===== config.mk =====
export PLATFORM = sky130hd
export DESIGN_NAME = data_bus_arbiter
export DESIGN_NICKNAME = d
export VERILOG_FILES = /design/src/rtl/data_bus_arbiter.sv
export SDC_FILE = /design/constraint.sdc
export NUM_CORES = 1
export LEC_CHECK = 0
export CAP_MARGIN = 20
export CORE_ASPECT_RATIO = 1.4
export CORE_MARGIN = 5
export CORE_UTILIZATION = 30
export DETAILED_ROUTE_END_ITERATION = 7
export DONT_BUFFER_PORTS = 1
export PLACE_DENSITY = 0.48
export SYNTH_ARGS = -nofsm -noshare
export SYNTH_HDL_FRONTEND = slang
export SYNTH_SLANG_ARGS = --single-unit

===== constraint.sdc =====
create_clock -name clk -period 5.8 [get_ports clk]
set_clock_uncertainty 0.2 [all_clocks]
set_input_delay 1.45 -clock clk [delete_from_list [all_inputs] [get_ports clk]]
set_output_delay 1.45 -clock clk [all_outputs]
set_load 0.005 [all_outputs]

===== src/rtl/data_bus_arbiter.sv =====
// Two-master round-robin arbiter for the bridge CPU-side data port.
// A hold limit bounds how long one master can keep the bus under contention.
module data_bus_arbiter #(
  parameter int MAX_HOLD = 8,
  parameter int CNT_W    = 8
) (
  input  logic        clk,
  input  logic        reset_n,
  input  logic        m0_req,
  input  logic [31:0] m0_addr,
  input  logic [31:0] m0_wdata,
  input  logic [3:0]  m0_byteen,
  output logic        m0_gnt,
  output logic [31:0] m0_rdata,
  output logic        m0_rvalid,
  input  logic        m1_req,
  input  logic [31:0] m1_addr,
  input  logic [31:0] m1_wdata,
  input  logic [3:0]  m1_byteen,
  output logic        m1_gnt,
  output logic [31:0] m1_rdata,
  output logic        m1_rvalid,
  output logic [31:0] s_addr,
  output logic [31:0] s_wdata,
  output logic [3:0]  s_byteen,
  input  logic [31:0] s_rdata,
  output logic [1:0]  owner
);

  typedef enum logic [1:0] {
    IDLE = 2'b00,
    G0   = 2'b01,
    G1   = 2'b10
  } state_t;

  localparam logic [CNT_W-1:0] HOLD_LAST =
    CNT_W'(MAX_HOLD - 1);

  state_t           state;
  state_t           state_nx;
  logic             last_owner;
  logic             last_owner_nx;
  logic [CNT_W-1:0] hold_cnt;
  logic [CNT_W-1:0] hold_cnt_nx;
  logic             acc0;
  logic             acc1;

  assign m0_gnt = (state == G0);
  assign m1_gnt = (state == G1);
  assign owner  = state;

  assign acc0 = m0_gnt & m0_req;
  assign acc1 = m1_gnt & m1_req;

  // Idle bus drives zeros so the bridge never sees a stray write.
  always_comb begin
    s_addr   = '0;
    s_wdata  = '0;
    s_byteen = '0;
    unique case (1'b1)
      acc0: begin
        s_addr   = m0_addr;
        s_wdata  = m0_wdata;
        s_byteen = m0_byteen;
      end
      acc1: begin
        s_addr   = m1_addr;
        s_wdata  = m1_wdata;
        s_byteen = m1_byteen;
      end
      default: ;
    endcase
  end

  always_comb begin
    state_nx      = state;
    hold_cnt_nx   = hold_cnt;
    last_owner_nx = last_owner;
    unique case (state)
      IDLE: begin
        if (m0_req && m1_req) begin
          state_nx = last_owner ? G0 : G1;
        end else if (m0_req) begin
          state_nx = G0;
        end else if (m1_req) begin
          state_nx = G1;
        end
      end
      G0: begin
        if (!m0_req) begin
          state_nx = m1_req ? G1 : IDLE;
        end else if (m1_req) begin
          if (hold_cnt == HOLD_LAST) begin
            state_nx = G1;
          end else begin
            hold_cnt_nx = hold_cnt + CNT_W'(1);
          end
        end
      end
      G1: begin
        if (!m1_req) begin
          state_nx = m0_req ? G0 : IDLE;
        end else if (m0_req) begin
          if (hold_cnt == HOLD_LAST) begin
            state_nx = G0;
          end else begin
            hold_cnt_nx = hold_cnt + CNT_W'(1);
          end
        end
      end
      default: state_nx = IDLE;
    endcase
    if (state_nx != state) begin
      hold_cnt_nx = '0;
    end
    if (state_nx == G0) begin
      last_owner_nx = 1'b0;
    end else if (state_nx == G1) begin
      last_owner_nx = 1'b1;
    end
  end

  always_ff @(posedge clk or negedge reset_n) begin
    if (!reset_n) begin
      state      <= IDLE;
      last_owner <= 1'b1;
      hold_cnt   <= '0;
    end else begin
      state      <= state_nx;
      last_owner <= last_owner_nx;
      hold_cnt   <= hold_cnt_nx;
    end
  end

  // Read data returns to the issuing master one cycle after the accept.
  always_ff @(posedge clk or negedge reset_n) begin
    if (!reset_n) begin
      m0_rvalid <= 1'b0;
      m1_rvalid <= 1'b0;
      m0_rdata  <= '0;
      m1_rdata  <= '0;
    end else begin
      m0_rvalid <= acc0 && (m0_byteen == 4'b0000);
      m1_rvalid <= acc1 && (m1_byteen == 4'b0000);
      if (acc0 && (m0_byteen == 4'b0000)) begin
        m0_rdata <= s_rdata;
      end
      if (acc1 && (m1_byteen == 4'b0000)) begin
        m1_rdata <= s_rdata;
      end
    end
  end

endmodule


==> metrics.yaml <==
yosys:
  yosysWarnings: 0
  syn_area_um2: 3940
  ys_ff_latch: 77
  synth_top_area_share_pct: 48.3
  yosys.area.top_type: "dfrtp_1"
  synth_top_flop_cell: "dfrtp_1"
  ys_top_cells_by_count: "nand2_1 (198), dfrtp_1 (76), a22o_1 (68)"
  synth_edf_count: 0
  synth.most_common_cell: "nand2_1"
  synthCells: 444
  ys_types: 36
  postSynthAreaPerCell_um2: 8.87
  syn-num-nets: 622
  synth-seq-area-share_pct: 49.0
  synthTopCellsByArea: "dfrtp_1 (48%), nand2_1 (19%), a22o_1 (15%), ha_1 (1.9%), clkbuf_1 (1.6%)"
  synthArstFlopShare_pct: 100
finish:
  final_util_pct: 33.9
  final_cells: 588
  multiInputGateArea_um2: 1840
  regArea_um2: 1930
  fillers: 1338
  syn_to_final_growth_pct: 10.8
  drive_gt1_share_pct: 8.05
  antenna_cells: 0
  nets: 608
worst_setup_path:
  end_kind: "primary output"
  critPathKind: "in -> out"
  cp.arrival_ps: 2840
  cp-start-kind: "primary input"
  path_max_fanout: 43
  worst_ep_required_time_ps: 4150
clocking:
  htreeDepth: 3
  root_buffer: "clkbuf_16"
  cts_num_sinks: 77
  clk_pin_slew_ps: 60
  post_cts_resized: 0
  tritoncts: "built"
  cts_made_buffers: 9
  clk_latency_ps: 320
  clk_path_buf_depth: 2
  cts_hold_buffers: 0
  post_cts.repair.setup_buffers: 0
grt:
  track_usage_pct: 21.5
  use_met3_pct: 17.5
  grt_max_degree: 78
  grt_busiest_layer: "met2"
  grt_pass1_vias: 3441
  use_met1_pct: 21.7
  antenna_found_initial: 7
  grt_pass1_wl_mm: 24.1
  grt.met2_usage_pct: 33.8
  grt_overflow: 0
sta:
  period_share_pct: 77.5
  slew_headroom_pct: 42.6
  worst_pin_slew_ps: 861
  setup_tns_ps: 0
  rsz0062_at_grt: "false"
  finalSetupViolations: 0
  period_needed_ps: 4490
  max_freq_mhz: 223
  final_max_slew_viol_count: 0
  finalHoldViolations: 0
die:
  start_util_pct: 30.6
  num_rows: 49
  die_y_um: 146
  design.die.area_um2: 15600
  fp.coreArea_um2: 12900
  die_x_um: 107
  ios: 310
drt:
  drt_iter0_drc: 235
  dr.pass1.iters: 4
  wl_per_cell_um: 29.4
  wl_mm: 17.3
  postRouteAntennaNets: 0
  drc: 0
  avgViaCountPerCell: 5.66
  dr_total_vias: 3330
run_status:
  status: "complete, no violations"
pwr:
  power.total_uw: 2040
  p_per_area_nw_per_um2: 468
  vdd_drop_max_mv: 0.181
  p_leak_uw: 0.00221
run:
  max-cap-violations: 0
placement:
  placedCellCount: 572
  place_hpwl_mm: 13.9
  io_buffers: 0
  gp_congestion: 0.804
worst_hold_path:
  hp-class: "reg -> reg"
final cells by class:
cell class	instances	share of cell area, %
sequential	77	44.2
multi-input combinational	326	42.2
clock buffer	10	5.25
tap	153	4.39
clock inverter	6	1.63
timing repair buffer	6	1.49
inverter	10	0.860
where the power goes:
group / internal, µW / switching, µW
Sequential: 710 / 175
Clock: 336 / 225
Combinational: 234 / 364
Total: 1280 / 765
cells in the final DEF (no fill, tap or decap), types with 2 or more instances in the layout:
cell type,instances
a211o_1,2
a21oi_1,4
a22o_1,68
and2_2,2
buf_4,5
clkbuf_16,9
clkinv_4,2
clkinvlp_4,2
dfrtp_1,76
ha_1,6
inv_1,10
mux2i_1,2
nand2_1,198
nand2b_1,3
nand3_1,3
nor2_1,3
nor3_1,8
nor3_2,3
nor4_1,2
o21bai_1,2
xnor2_1,5
xor2_1,2
state kept, by name, indices dropped and copies added, names as in the netlist:
register,flops
m0_rvalid,1
hold_cnt,8
owner,2
m1_rvalid,1
m0_rdata,32
m1_rdata,32
last_owner,1
metrics by stage:
stage / hold WS, ps / worst slack (ps) / cell area (µm²)
2_1_floorplan: 253 / 1560 / 3940
5_1_grt: 294 / 1180 / 4370
6_report: 299 / 1310 / 4370
3_5_place_dp: 280 / 1320 / 4070
4_1_cts: 290 / 1310 / 4370
3_3_place_gp: 272 / 1370 / 4040
worst paths after layout:
kind / start / to / slack [ps] / depth (start not counted)
min reg2reg: last_owner / last_owner / 300 / 2
max in group asynchronous: reset_n / last_owner / 4560 / 0
min: last_owner / last_owner / 300 / 2
max reg2reg: owner[0] / m1_rdata[24] / 2210 / 10
min in group asynchronous: reset_n / m0_rdata[13] / 610 / 0
max: m0_req / s_wdata[10] / 1310 / 3
worst max-delay path, stage by stage:
cell and delay (ps):
and2_2 690, buf_4 410, a22o_1 280
layer usage:
metal	up-vias	wire [µm]
met5	-	76
met3	36	3260
met1	1568	5760
met2	244	7860
met4	14	364
li1	1468	-
cells by family (layout without fill, tap and decap cells):
family,Yosys count,in the layout,synth area share [%]
xor gates and xnor gates,9,9,2.67
adders and majority gates,6,6,1.91
AOI/OAI and AO/OA,81,81,17.7
buffers and inverters,41,32,4.32
muxes,2,2,0.508
and+or+nand+nor,228,228,24.0
DFF,77,77,49.0
(Power assumes the default switching activity.)
